===== src/rtl/timer_pkg.sv =====
// Shared types and BCD helpers for the game timers (count-up and countdown).
package timer_pkg;

    typedef enum logic [1:0] {
        StIdle,
        StRun,
        StDone
    } state_e;

    typedef logic [3:0] bcd_t;

    localparam bcd_t BCD_NINE     = 4'd9;
    localparam bcd_t SEC_TENS_MAX = 4'd5;

    typedef struct packed {
        bcd_t min_ones;
        bcd_t sec_tens;
        bcd_t sec_ones;
    } digits_t;

    // One-second BCD decrement with borrow chaining; caller guarantees d != 0:00.
    function automatic digits_t digits_dec(digits_t d);
        digits_t r;
        r = d;
        if (d.sec_ones != '0) begin
            r.sec_ones = d.sec_ones - 4'd1;
        end else begin
            r.sec_ones = BCD_NINE;
            if (d.sec_tens != '0) begin
                r.sec_tens = d.sec_tens - 4'd1;
            end else begin
                r.sec_tens = SEC_TENS_MAX;
                r.min_ones = d.min_ones - 4'd1;
            end
        end
        return r;
    endfunction

    // Final 9..1 seconds of a countdown.
    function automatic logic in_warn_window(digits_t d);
        return (d.min_ones == '0) && (d.sec_tens == '0) && (d.sec_ones != '0);
    endfunction

endpackage


===== src/rtl/tick_prescaler.sv =====
// Divides Clock down to a one-cycle tick every CLK_HZ enabled cycles.
// With COUNTDOWN_WARN_EN defined, also reports which half of the second the next count is in.
module tick_prescaler #(
    parameter int unsigned CLK_HZ = 50000000
) (
    input  logic Clock,
    input  logic Resetn,
    input  logic clear,
    input  logic en,
`ifdef COUNTDOWN_WARN_EN
    output logic upper_half,
`endif
    output logic tick
);

    localparam int unsigned CW = (CLK_HZ > 1) ? $clog2(CLK_HZ) : 1;
    localparam logic [CW-1:0] RELOAD = CW'(CLK_HZ - 1);

    logic [CW-1:0] count_q, count_d;

    always_comb begin
        count_d = count_q;
        tick    = 1'b0;
        if (clear) begin
            count_d = RELOAD;
        end else if (en) begin
            if (count_q == '0) begin
                tick    = 1'b1;
                count_d = RELOAD;
            end else begin
                count_d = count_q - 1'b1;
            end
        end
    end

    always_ff @(posedge Clock or negedge Resetn) begin
        if (!Resetn) begin
            count_q <= '0;
        end else begin
            count_q <= count_d;
        end
    end

`ifdef COUNTDOWN_WARN_EN
    localparam logic [CW-1:0] HALF = CW'(CLK_HZ / 2);

    // Looks at the next count so the registered warn lines up with the boundary.
    assign upper_half = (count_d >= HALF);
`endif

endmodule


===== src/rtl/countdown_timer.sv =====
// BCD M:SS countdown timer for the whack-a-mole game; loads a preset on start, signals expiry.
// Optional blinking last-seconds warning output enabled by defining COUNTDOWN_WARN_EN.
module countdown_timer
    import timer_pkg::*;
#(
    parameter int unsigned CLK_HZ    = 50000000,
    parameter int unsigned START_MIN = 1,
    parameter int unsigned START_SEC = 0
) (
    input  logic       Clock,
    input  logic       Resetn,
    input  logic       start,
    input  logic       pause,
    input  logic       abort,
    output logic [3:0] sec_ones,
    output logic [3:0] sec_tens,
    output logic [3:0] min_ones,
    output logic       running,
    output logic       time_up,
`ifdef COUNTDOWN_WARN_EN
    output logic       warn,
`endif
    output logic       done_pulse
);

    localparam digits_t PRESET = {bcd_t'(START_MIN), bcd_t'(START_SEC / 10),
                                  bcd_t'(START_SEC % 10)};

    state_e  state_q;
    digits_t dig_q;
    digits_t dig_dec;
    logic    running_q, time_up_q, done_pulse_q;
    logic    load, count_en, tick;

    // abort beats start in every state
    assign load     = start & ~abort;
    assign count_en = (state_q == StRun) & ~pause;
    assign dig_dec  = digits_dec(dig_q);

`ifdef COUNTDOWN_WARN_EN
    logic upper_half;
`endif

    tick_prescaler #(
        .CLK_HZ(CLK_HZ)
    ) u_prescaler (
        .Clock     (Clock),
        .Resetn    (Resetn),
        .clear     (load),
        .en        (count_en),
`ifdef COUNTDOWN_WARN_EN
        .upper_half(upper_half),
`endif
        .tick      (tick)
    );

    always_ff @(posedge Clock or negedge Resetn) begin
        if (!Resetn) begin
            state_q      <= StIdle;
            dig_q        <= '0;
            running_q    <= 1'b0;
            time_up_q    <= 1'b0;
            done_pulse_q <= 1'b0;
        end else begin
            done_pulse_q <= 1'b0;
            if (abort) begin
                state_q   <= StIdle;
                dig_q     <= '0;
                running_q <= 1'b0;
                time_up_q <= 1'b0;
            end else if (start) begin
                if (PRESET == '0) begin
                    state_q      <= StDone;
                    dig_q        <= '0;
                    running_q    <= 1'b0;
                    time_up_q    <= 1'b1;
                    done_pulse_q <= 1'b1;
                end else begin
                    state_q   <= StRun;
                    dig_q     <= PRESET;
                    running_q <= 1'b1;
                    time_up_q <= 1'b0;
                end
            end else if (state_q == StRun && tick) begin
                dig_q <= dig_dec;
                if (dig_dec == '0) begin
                    state_q      <= StDone;
                    running_q    <= 1'b0;
                    time_up_q    <= 1'b1;
                    done_pulse_q <= 1'b1;
                end
            end
        end
    end

`ifdef COUNTDOWN_WARN_EN
    logic warn_q;

    always_ff @(posedge Clock or negedge Resetn) begin
        if (!Resetn) begin
            warn_q <= 1'b0;
        end else if (abort) begin
            warn_q <= 1'b0;
        end else if (start) begin
            warn_q <= in_warn_window(PRESET) & ~pause;
        end else if (state_q == StRun) begin
            if (tick) begin
                warn_q <= in_warn_window(dig_dec) & upper_half;
            end else begin
                warn_q <= in_warn_window(dig_q) & upper_half & ~pause;
            end
        end else begin
            warn_q <= 1'b0;
        end
    end

    assign warn = warn_q;
`endif

    assign sec_ones   = dig_q.sec_ones;
    assign sec_tens   = dig_q.sec_tens;
    assign min_ones   = dig_q.min_ones;
    assign running    = running_q;
    assign time_up    = time_up_q;
    assign done_pulse = done_pulse_q;

endmodule


===== config.mk =====
export PLATFORM = sky130hd
export DESIGN_NAME = countdown_timer
export DESIGN_NICKNAME = d
export VERILOG_FILES = /design/src/rtl/timer_pkg.sv /design/src/rtl/tick_prescaler.sv /design/src/rtl/countdown_timer.sv
export SDC_FILE = /design/constraint.sdc
export NUM_CORES = 1
export LEC_CHECK = 0
export ABC_AREA = 1
export CORE_MARGIN = 2
export CORE_UTILIZATION = 45
export DETAILED_ROUTE_END_ITERATION = 7
export GPL_TIMING_DRIVEN = 0
export SYNTH_ARGS = -nofsm -noshare
export SYNTH_HDL_FRONTEND = slang
export SYNTH_SLANG_ARGS = --single-unit
export TNS_END_PERCENT = 50

===== constraint.sdc =====
create_clock -name Clock -period 2 [get_ports Clock]
set_clock_uncertainty 0.2 [all_clocks]
set_input_delay 0.3 -clock Clock [delete_from_list [all_inputs] [get_ports Clock]]
set_output_delay 0.3 -clock Clock [all_outputs]
set_load 0.01 [all_outputs]

# Yosys cells after proc, flatten, opt, wreduce, memory -nomap -nowiden
# Cells that the tools add are included.
[word_totals] ff_bits=43 inputBits=5 output_inout_bits=15 wordCells=55
[op_classes] n_addsub=4 eq_ne=1 mux=29 bitwise_logic=4 n_reduce_logical=9
[op_table] cell="two-way mux 26 bit" n=3
[op_table] cell="two-way mux 12 bit" n=3
[op_table] cell="logical NOT 26 bit" n=1
[op_table] cell="subtractor 26 x 1 -> 26 bit (second input constant)" n=1
[op_table] cell="two-way mux 1 bit" n=15
[op_table] cell="logical NOT 12 bit" n=1
[op_table] cell="two-way mux 4 bit" n=3
[op_table] cell="subtractor 4 x 1 -> 4 bit (second input constant)" n=3
[op_table] cell="two-way mux 2 bit" n=4
[op_table] cell="two-way mux 8 bit" n=1
[op_table] cell="nonzero test 4 bit" n=2
[op_table] cell="nonzero test 3 bit" n=2
[op_table] cell="AND 1 bit" n=2
[op_table] cell="equality test 2 x 1 -> 1 bit (second input constant)" n=1
[op_table] cell="NOT 1 bit" n=2
[op_table] cell="AND reduction 2 bit" n=1
[op_table] cell="nonzero test 2 bit" n=1
[op_table] cell="logical AND 1 bit" n=1

# Depth between registers and ports, before layout
# Gate-level depths: netlist (run 1).
[logic_depth] ltp_word=8 ltp_mapped=11

# By module
# From an unflattened synthesis (run 1), not the netlist that was laid out.
[hier_totals] hier_cells=392 hier_area_um2=2698.8
[modules_own_cells] module="tick_prescaler" instances=1 cells_each=265 area_each_um2=1783.0
[modules_own_cells] module="countdown_timer" instances=1 cells_each=127 area_each_um2=915.9

# Least setup slack after synthesis (run 1)
# Ideal clock, no wire load.
[synth_timing] path_kind="reg2reg" start="reg u_prescaler.count_q[0]" end="reg u_prescaler.count_q[22]" arrival_time_ns=1.477 slack_ns=0.254 path_stages_with_launch=10 cell_sequence="dfrtp_1 -> inv_1 -> ha_1 -> nand2_2 -> nor2_4 -> nand2_2 -> nor2_4 -> nand4_1 -> or2_0 -> nand3_1"
[synth_between] elab_chain_len=4 word_cells_on_any_way=5 classes_between="add/sub (1); mux (3); reduce/logical (1)"
[synth_rtl] item="start: declaration" line="tick_prescaler.sv:19" source="logic [CW-1:0] count_q, count_d;"
[synth_rtl] item="start signal: assignment" line="tick_prescaler.sv:40" source="count_q <= count_d;"
[synth_rtl] item="subtractor 26 x 1 -> 26 bit or logical NOT 26 bit (tied branches)" line="tick_prescaler.sv:31, tick_prescaler.sv:27"
[synth_rtl] item="two-way mux 26 bit *" line="tick_prescaler.sv:27" source="if (count_q == '0) begin"
[synth_rtl] item="two-way mux 26 bit *" line="tick_prescaler.sv:26" source="end else if (en) begin"
[synth_rtl] item="two-way mux 26 bit *" line="tick_prescaler.sv:24" source="if (clear) begin"
# Every way passes the cells marked *; elsewhere a longest branch is shown, timed or not. The select of a mux whose other input is x is not followed.
# A chain may end at the register's enable or synchronous reset.

# Worst setup path in the final report (run 1)
[layout_timing] start="reg u_prescaler.count_q[1]" end="reg u_prescaler.count_q[7]"
# Same word-level chain as after synthesis.

==> results of run 1 <==
## logic make-up (layout without fill, tap and decap cells)
group	count (synthesis)	after routing	share of synthesized area, %
flip-flops	41	41	41.43
AND/OR/NAND/NOR	172	172	34.01
AO/OA/AOI/OAI	46	46	10.06
XOR/XNOR	13	13	4.598
buffers and inverters	53	84	8.388
adder cells (fa/ha/maj)	3	3	1.516
## critical path, stage by stage, from the launching register on
cell	delay (ns)
dfrtp_1	0.38
inv_1	0.15
ha_1	0.17
nand3_1	0.13
nor3_4	0.19
nand2_1	0.11
nand2_2	0.17
buf_6	0.17
o22ai_1	0.08
## what timing repair did
item	in CTS	in global routing
setup endpoints to repair	5	23
hold endpoints to repair	16	0
buffers inserted	0	3
hold buffers	1	0
resized for setup	2	11
pin swaps	0	2
## worst min path at each step
stage	from	endpoint	slack, ns
2_1_floorplan	Resetn	done_pulse	-0.20
3_3_place_gp	u_prescaler.count_q[0]	u_prescaler.count_q[0]	0.27
3_5_place_dp	Resetn	sec_ones[2]	0.05
4_1_cts	Resetn	sec_ones[2]	0.27
5_1_grt	Resetn	sec_ones[2]	0.30
6_report	Resetn	sec_ones[2]	0.26
## through the flow
stage | cells | instance area, sq um | util [%]
after detailed placement | 420 | 2771 | 51.27
after floorplan | 328 | 2476 | -
after global routing | 431 | 2944 | 54.47
after CTS | 428 | 2887 | 53.40
after global placement | 419 | 2756 | 51.00
final | 431 | 2944 | 54.47
## layout make-up
class / count / area share (%)
Sequential cell: 41 / 34.89
Inverter: 50 / 6.375
Clock inverter: 2 / 1.190
Tap cell: 72 / 3.060
Clock buffer: 5 / 2.337
Multi-Input combinational cell: 234 / 43.22
Timing Repair Buffer: 24 / 8.117
Buffer: 3 / 0.8075
## metal layers
metal / routed length [microns] / share of wire, %
met2: 2872 / 52
met4: 44 / 0.80
met3: 129 / 2.3
met1: 2445 / 45
met5: 0 / 0
## flip-flops by register name, summed over array words and instances, names as in the netlist
register             cells
done_pulse               1
sec_ones                 4
u_prescaler.count_q     26
sec_tens                 4
min_ones                 4
state_q                  2
## power by group
| group | internal, W | total, W | switching [W] |
|---|---|---|---|
| sequential | 0.000853 | 0.000877 | 0.0000231 |
| combinational | 0.0000716 | 0.000211 | 0.000139 |
| clock | 0.000363 | 0.000656 | 0.000292 |
| total | 0.00129 | 0.00174 | 0.000455 |
## cell usage in the layout, fill, tap and decap left out, types with 2 or more instances in the layout
cell type         n
nor2_1           37
a21oi_1          10
nand2_1          69
nor2_2            9
nand3_1          20
nor2_8            2
nand2_2           6
xor2_1           11
ha_1              2
buf_4             4
inv_1            44
nor3_1            6
or2_0             3
xnor2_1           2
clkdlybuf4s50_1  16
o211ai_1          2
buf_2             2
inv_2             6
o21ai_0           5
o21ai_1          21
nand4_1           8
o22ai_1           6
nor2_4            5
clkbuf_8          5
dfrtp_1          40
==> impl_metrics.tcl, run 1 <==
set metrics [dict create \
    met3_usage_pct 2.529 \
    dieArea_sq_mm 0.006112 \
    nets 367 \
    yosysSeqAreaShare_pct 41.44 \
    grt_util_met1_pct 23.99 \
    syn_area_sq_mm 0.002476 \
    drc 0 \
    ant_nets 0 \
    wl_per_cell_microns 12.74 \
    die_y_microns 78.18 \
    finalPower_w 0.001743 \
    htreeDepth 2 \
    diodes 0 \
    final.setup.tns_ns 0 \
    p_leak_nw 1.307 \
    period_needed_ns 1.869 \
    area.sequential_sq_mm 0.001027 \
    portBuffers 19 \
    nFillCells 519 \
    cts_root_buffer "clkbuf_8" \
    clkTransAtPathRegs_ns 0.08 \
    finalSetupViolCount 0 \
    crit_fanout 10 \
    place_congestion 0.8383 \
    fp.dieW_microns 78.18 \
    maxSlewHeadroom_pct 72.88 \
    grt_pass1_wl_mm 9.528 \
    grt_busiest_layer "met2" \
    yosys_warnings 0 \
    rsz0062_at_grt "true" \
    area_delta_synth_final_pct 18.90 \
    core_area_sq_mm 0.005405 \
    yosys_most_used_dff "dfrtp_1" \
    overflow 0 \
    rows 27 \
    syn_area_per_cell_sq_um 7.549 \
    synth_area_leaders "dfrtp_1 41%, nand2_1 11%, inv_1 6.8%, nor2_1 6.2%, o21ai_1 4.2%" \
    preCtsSetupSlack_ns -0.3228 \
    wirelength_mm 5.492 \
    reg2reg_to "u_prescaler.count_q[7]" \
    async_flop_share_pct 100.0 \
    clock.fmax_ghz 0.5351 \
    grt_max_degree 26 \
    min_path_type "input port to asynchronous set/reset pin" \
    maxSlewViolCount 0 \
    viasPerCell 4.988 \
    fin_ws_ns 0.1312 \
    r2r_cells 8 \
    yosys.area.top_type "dfrtp_1" \
    worst_pin_slew_ns 0.4067 \
    synthTopCellsByCount "70 x nand2_1, 45 x inv_1, 41 x dfrtp_1, 41 x nor2_1, 21 x o21ai_1" \
    multiInputGateArea_sq_mm 0.001272 \
    regToRegSetupSlack_ns 0.13 \
    crit_path_start "u_prescaler.count_q[1]" \
    initial_core_util_pct 45.81 \
    grt_pass1_vias 2071 \
    grt_antenna_before_repair 0 \
    status "complete, no violations" \
    endpoint_kind "register" \
    maxCapViolCount 0 \
    grt_usage_pct 19.78 \
    hpwl_mm 4.182 \
    r2r_start "u_prescaler.count_q[1]" \
    clock-sinks 41 \
    synthDistinctLibCells 32 \
    hold_viol_final 0 \
    numCtsBuffers 5 \
    peakVddDrop_mv 0.3524 \
    arrival_ns 1.84 \
    netlist.area_leader.share_pct 41.44 \
    ys_ff_latch 41 \
    min_period_over_period_pct 93.44 \
    clk_path_buf_depth 2 \
    syn_inst 328 \
    drt_iter0_markers 73 \
    io_pins 20 \
    drive_gt1_share_pct 13.37 \
    synth_edf_count 0 \
    hold_slack_ns 0.2633 \
    first_pass_iters 4 \
    required_ns 1.97 \
    power_density_mw_per_mm2 592.0 \
    yosysMostFrequentCell "nand2_1" \
    critPathLaunchType "register" \
    grtUsageMet2_pct 36.03 \
    synth_fp_nets 336 \
    criticalPathCategory "register to register" \
    cts_tree "built" \
    endpoint "u_prescaler.count_q[7]" \
    insertion_delay_ns 0.29 \
    vias 2150 \
]
Note: power is estimated with default switching activity, not from simulation.
==> inputs of run 2 (changes only) <==
--- a/config.mk
+++ b/config.mk
@@ -6,6 +6,7 @@
 export NUM_CORES = 1
 export LEC_CHECK = 0
 export ABC_AREA = 1
+export CORE_ASPECT_RATIO = 1.25
 export CORE_MARGIN = 2
 export CORE_UTILIZATION = 45
 export DETAILED_ROUTE_END_ITERATION = 7
==> run 2 against run 1 <==
Die area is essentially flat. Count of clock-buffer cells in the layout rose by 1. Cell count fell by 0.70%. Routed wire length up 3.4%. First-iteration DRC count shrank 6.8%. Sequential share of layout area down 0.18 points. Register-to-register slack worse by 0.03 ns. Critical endpoint is now u_prescaler.count_q[22]. Largest power group unchanged.
==> impl_metrics.tcl, run 2 (same netlist as run 1, synthesis figures left out) <==
set metrics [dict create \
    status "complete, no violations" \
    grt_usage_pct 20.11 \
    hold_viol_final 0 \
    dieArea_sq_mm 0.006115 \
    final.setup.tns_ns 0 \
    finalNonFillerCells 428 \
    numCtsBuffers 5 \
    seq_power_share_pct 53.6 \
    multiInputGateArea_sq_mm 0.001285 \
    switching_share_pct 27.84 \
    first_pass_iters 5 \
    clkTransAtPathRegs_ns 0.08 \
    clock.fmax_ghz 0.5259 \
    viasPerCell 5.152 \
    maxCapViolCount 0 \
    regToRegSetupSlack_ns 0.1 \
    dp_cells 412 \
    vias 2205 \
    min_path_type "input port to asynchronous set/reset pin" \
    die_y_microns 86.94 \
    r2r_start "u_prescaler.count_q[0]" \
    ant_nets 0 \
    rsz0062_at_grt "true" \
    clk_path_buf_depth 2 \
    fp.dieW_microns 70.35 \
    clock-sinks 41 \
    area.sequential_sq_mm 0.001026 \
    p_leak_nw 1.319 \
    grt_max_degree 33 \
    portBuffers 19 \
    drc 0 \
    switching_power_w 0.0004556 \
    area_delta_synth_final_pct 19.35 \
    io_pins 20 \
    reg2reg_to "u_prescaler.count_q[22]" \
    dpl_cell_area_sq_mm 0.002761 \
    grt_pass1_vias 2109 \
    diodes 0 \
    required_ns 2.03 \
    core_area_sq_mm 0.005368 \
    wirelength_mm 5.676 \
    r2r_cells 9 \
    arrival_ns 1.93 \
    critPathLaunchType "register" \
    peakVddDrop_mv 0.3962 \
    drt_iter0_markers 68 \
    rows 30 \
    overflow 0 \
    criticalPathCategory "register to register" \
    fin_area_sq_mm 0.002955 \
    place_congestion 0.9399 \
    combPwrFrac_pct 13.8 \
    htreeDepth 2 \
    min_period_over_period_pct 95.07 \
    maxSlewViolCount 0 \
    nFillCells 546 \
    maxSlewHeadroom_pct 80.12 \
    cts_root_buffer "clkbuf_8" \
    p_int_w 0.001181 \
    crit_fanout 4 \
    power_density_mw_per_mm2 553.7 \
    period_needed_ns 1.901 \
    worst_pin_slew_ns 0.2972 \
    p_clk_share_pct 32.6 \
    hpwl_mm 4.170 \
    layout_common_cells "68 x nand2_1, 43 x inv_1, 41 x dfrtp_1" \
    initial_core_util_pct 46.13 \
    final_common_cell "nand2_1" \
    grt_antenna_before_repair 0 \
    finalSetupViolCount 0 \
    drive_gt1_share_pct 14.84 \
    largest_reg_flops 26 \
    regMostFlops "u_prescaler.count_q" \
    grt_pass1_wl_mm 9.673 \
    cts_tree "built" \
    nets 371 \
    wl_per_cell_microns 13.26 \
    insertion_delay_ns 0.29 \
    endpoint_kind "register" \
]
-- run 2: worst max path at each step --
stage	from	endpoint	slack, ns	cells after the start
after floorplan	u_prescaler.count_q[0]	u_prescaler.count_q[22]	0.25	9
after global routing	sec_ones[2]	state_q[0]	-0.04	10
after detailed placement	start	u_prescaler.count_q[10]	-0.32	9
after CTS	u_prescaler.count_q[0]	u_prescaler.count_q[22]	0.002	9
after global placement	Resetn	u_prescaler.count_q[4]	-0.76	1
final	u_prescaler.count_q[0]	u_prescaler.count_q[22]	0.1	9
-- run 2: worst max-delay path, stage by stage, from the launching register on --
cell	delay (ns)
dfrtp_1	0.41
inv_2	0.11
ha_4	0.16
nand2_2	0.10
nor2_4	0.17
nand2_2	0.10
nor2_4	0.14
nand4_1	0.15
or2_0	0.24
nand3_1	0.06
-- run 2: repair_timing --
| action | in CTS | in global routing |
|---|---|---|
| endpoints found under the hold margin | 41 | 0 |
| gates resized for setup | 2 | 13 |
| buffers inserted | 0 | 7 |
| hold buffers | 1 | 0 |
| pin swaps | 1 | 4 |
| endpoints found under the setup margin | 6 | 23 |
-- run 2: final cells by class --
cell class / count / share of cell area [%]
plain buffers: 3 / 0.8044
clock buffers: 6 / 2.456
clock inverters: 2 / 0.3387
inverters: 50 / 6.351
multi-input cells: 234 / 43.48
repair buffers: 28 / 9.145
flip-flops and latches: 41 / 34.72
well taps: 64 / 2.710
-- run 2: power groups by stage --
stage          Combinational (W)  Clock, W  Sequential, W
2_1_floorplan           0.000122         0       0.000889
3_3_place_gp            0.000191         0       0.000890
3_5_place_dp            0.000198         0       0.000890
4_1_cts                 0.000203  0.000556       0.000874
5_1_grt                 0.000264  0.000582       0.000880
6_report                0.000226  0.000533       0.000877
-- run 2: layer usage --
metal | GRT usage (%) | up-vias | share of wire (%)
met4 | 7.343 | 0 | 1.4
met5 | 0 | - | 0
met3 | 2.894 | 6 | 3.2
met1 | 23.73 | 1044 | 42
li1 | - | 1120 | -
met2 | 36.96 | 35 | 54
-- run 2: stage by stage --
stage	hold WS (ns)	total power [W]	setup slack (ns)	util [%]
after floorplan	-0.1956	0.001011	0.2540	-
after global placement	0.2636	0.001081	-0.7561	51.17
after detailed placement	-0.002897	0.001088	-0.3214	51.45
after CTS	0.2116	0.001632	0.001955	53.26
after global routing	0.2270	0.001726	-0.04275	55.06
final	0.2056	0.001636	0.09852	55.06
==> inputs of run 3 (changes only) <==
--- a/config.mk
+++ b/config.mk
@@ -6,7 +6,7 @@
 export NUM_CORES = 1
 export LEC_CHECK = 0
 export ABC_AREA = 1
-export CORE_ASPECT_RATIO = 1.25
+export CORE_ASPECT_RATIO = 0.9
 export CORE_MARGIN = 2
 export CORE_UTILIZATION = 45
 export DETAILED_ROUTE_END_ITERATION = 7
==> run 3 against run 2 <==
Critical endpoint is now min_ones[1]. Largest power group unchanged. Design area is 0.97% lower. Fmax is 0.38% higher. Global-route usage is 1.5 points higher. Cell count is 0.23% higher. Flip-flop and latch count stayed put. Sequential share of layout area is 0.34 points higher. Combinational power is 9.3% lower. Largest cell class unchanged.
==> impl_metrics.tcl, run 3 (same netlist as run 1, synthesis figures left out) <==
set metrics [dict create \
    required_ns 2.02 \
    final.setup.tns_ns 0 \
    dpl_cell_area_sq_mm 0.002765 \
    regMostFlops "u_prescaler.count_q" \
    hpwl_mm 4.281 \
    drt_iter0_markers 101 \
    largest_reg_flops 26 \
    drive_gt1_share_pct 13.54 \
    finalSetupViolCount 0 \
    endpoint_kind "register" \
    nFillCells 494 \
    cts_root_buffer "clkbuf_8" \
    timing.critical_path.slowest_stage_cell "dfrtp_1" \
    min_period_over_period_pct 94.72 \
    worst_pin_slew_ns 0.3602 \
    criticalPathCategory "register to register" \
    dieArea_sq_mm 0.006112 \
    ant_nets 0 \
    peakVddDrop_mv 0.4735 \
    layout_common_cells "68 x nand2_1, 44 x inv_1, 41 x dfrtp_1" \
    maxSlewHeadroom_pct 75.99 \
    grt_max_degree 29 \
    wl_per_cell_microns 13.52 \
    initial_core_util_pct 46.84 \
    clk_path_buf_depth 2 \
    cp_cell_sequence "nor2_1 > nand2_1 > nor2_1 > nand2_1 > inv_2 > nand3_4 > nor2_2 > nand2_1 > o21ai_1" \
    drc 0 \
    grt_pass1_wl_mm 10.03 \
    io_pins 20 \
    grt_pass1_vias 2067 \
    final_common_cell "nand2_1" \
    reg2reg_to "min_ones[1]" \
    critPathLaunchType "register" \
    first_pass_iters 4 \
    die_y_microns 74.37 \
    regToRegSetupSlack_ns 0.11 \
    clock.fmax_ghz 0.5279 \
    min_path_type "input port to asynchronous set/reset pin" \
    crit_buf_inv 1 \
    hold_viol_final 0 \
    wirelength_mm 5.802 \
    period_needed_ns 1.894 \
    htreeDepth 2 \
    finalPower_w 0.001616 \
    arrival_ns 1.92 \
    grt_antenna_before_repair 0 \
    path_common_cell "nand2_1" \
    p_leak_nw 1.288 \
    insertion_delay_ns 0.29 \
    area_delta_synth_final_pct 18.19 \
    crit_path_start "u_prescaler.count_q[15]" \
    slowest_delay_ns 0.42 \
    place_congestion 0.8182 \
    crit_fanout 8 \
    core_area_sq_mm 0.005286 \
    r2r_start "u_prescaler.count_q[15]" \
    fp.dieW_microns 82.19 \
    grt_usage_pct 21.63 \
    r2r_cells 9 \
    numCtsBuffers 5 \
    cts_tree "built" \
    vias 2168 \
    fin_area_sq_mm 0.002927 \
    diodes 0 \
    nets 369 \
    power_density_mw_per_mm2 552.1 \
    cp_top_family "simple AND/OR/NAND/NOR gates" \
    overflow 0 \
    maxSlewViolCount 0 \
    clock-sinks 41 \
    viasPerCell 5.054 \
    rows 25 \
    rsz0062_at_grt "true" \
    maxCapViolCount 0 \
    portBuffers 19 \
    status "complete, no violations" \
    clkTransAtPathRegs_ns 0.08 \
]
-- run 3: cell count changes in the layout (fill, tap and decap cells not counted), sizes merged --
cell | before | now
dlymetal6s2s | 1 | 0
buf | 12 | 9
clkdlybuf4s50 | 17 | 18
nor2 | 53 | 54
clkbuf | 6 | 8
clkinv | 2 | 0
-- run 3: timing repair --
item	CTS	global route
buffers inserted	0	4
setup endpoints to repair	0	35
hold buffers	1	0
resized for setup	0	12
hold endpoints to repair	13	0
-- run 3: layer usage --
metal	share of wire (%)	up-vias	track usage, %
met5	0	-	0
met4	1.3	0	6.111
met3	2.7	7	4.005
li1	-	1122	-
met2	43	22	31.54
met1	53	1017	32.65
-- run 3: worst max-delay path by stage --
stage / endpoint / slack (ns) / depth (start not counted)
4_1_cts: u_prescaler.count_q[25] / 0.02 / 10
3_5_place_dp: u_prescaler.count_q[16] / -0.30 / 9
6_report: min_ones[1] / 0.11 / 9
3_3_place_gp: u_prescaler.count_q[7] / -0.74 / 1
2_1_floorplan: u_prescaler.count_q[22] / 0.25 / 9
5_1_grt: min_ones[1] / -0.009 / 9
-- run 3: final cells by class --
| cell class | instances | area [sq um] | area share, % |
|---|---|---|---|
| clock buffer | 8 | 80.08 | 2.736 |
| sequential | 41 | 1026 | 35.06 |
| multi-input combinational | 235 | 1284 | 43.86 |
| buffer | 3 | 20.02 | 0.6841 |
| timing repair buffer | 25 | 245.2 | 8.380 |
| inverter | 50 | 187.7 | 6.413 |
| tap | 67 | 83.83 | 2.864 |
-- run 3: power breakdown --
group,total (W),internal (W),leakage [nW],switching [W]
sequential,0.000875,0.000853,0.479,0.0000215
combinational,0.000205,0.0000702,0.769,0.000135
clock,0.000536,0.000248,0.0395,0.000287
-- run 3: per-stage QoR --
stage | instances | hold WS (ns) | setup WS, ns | utilization, %
final | 429 | 0.2465 | 0.1057 | 55.36
after detailed placement | 415 | 0.03013 | -0.2964 | 52.31
after global routing | 429 | 0.2987 | -0.009274 | 55.36
after CTS | 424 | 0.2562 | 0.01536 | 54.01
after floorplan | 328 | -0.1956 | 0.2540 | -
after global placement | 414 | 0.2664 | -0.7424 | 52.02
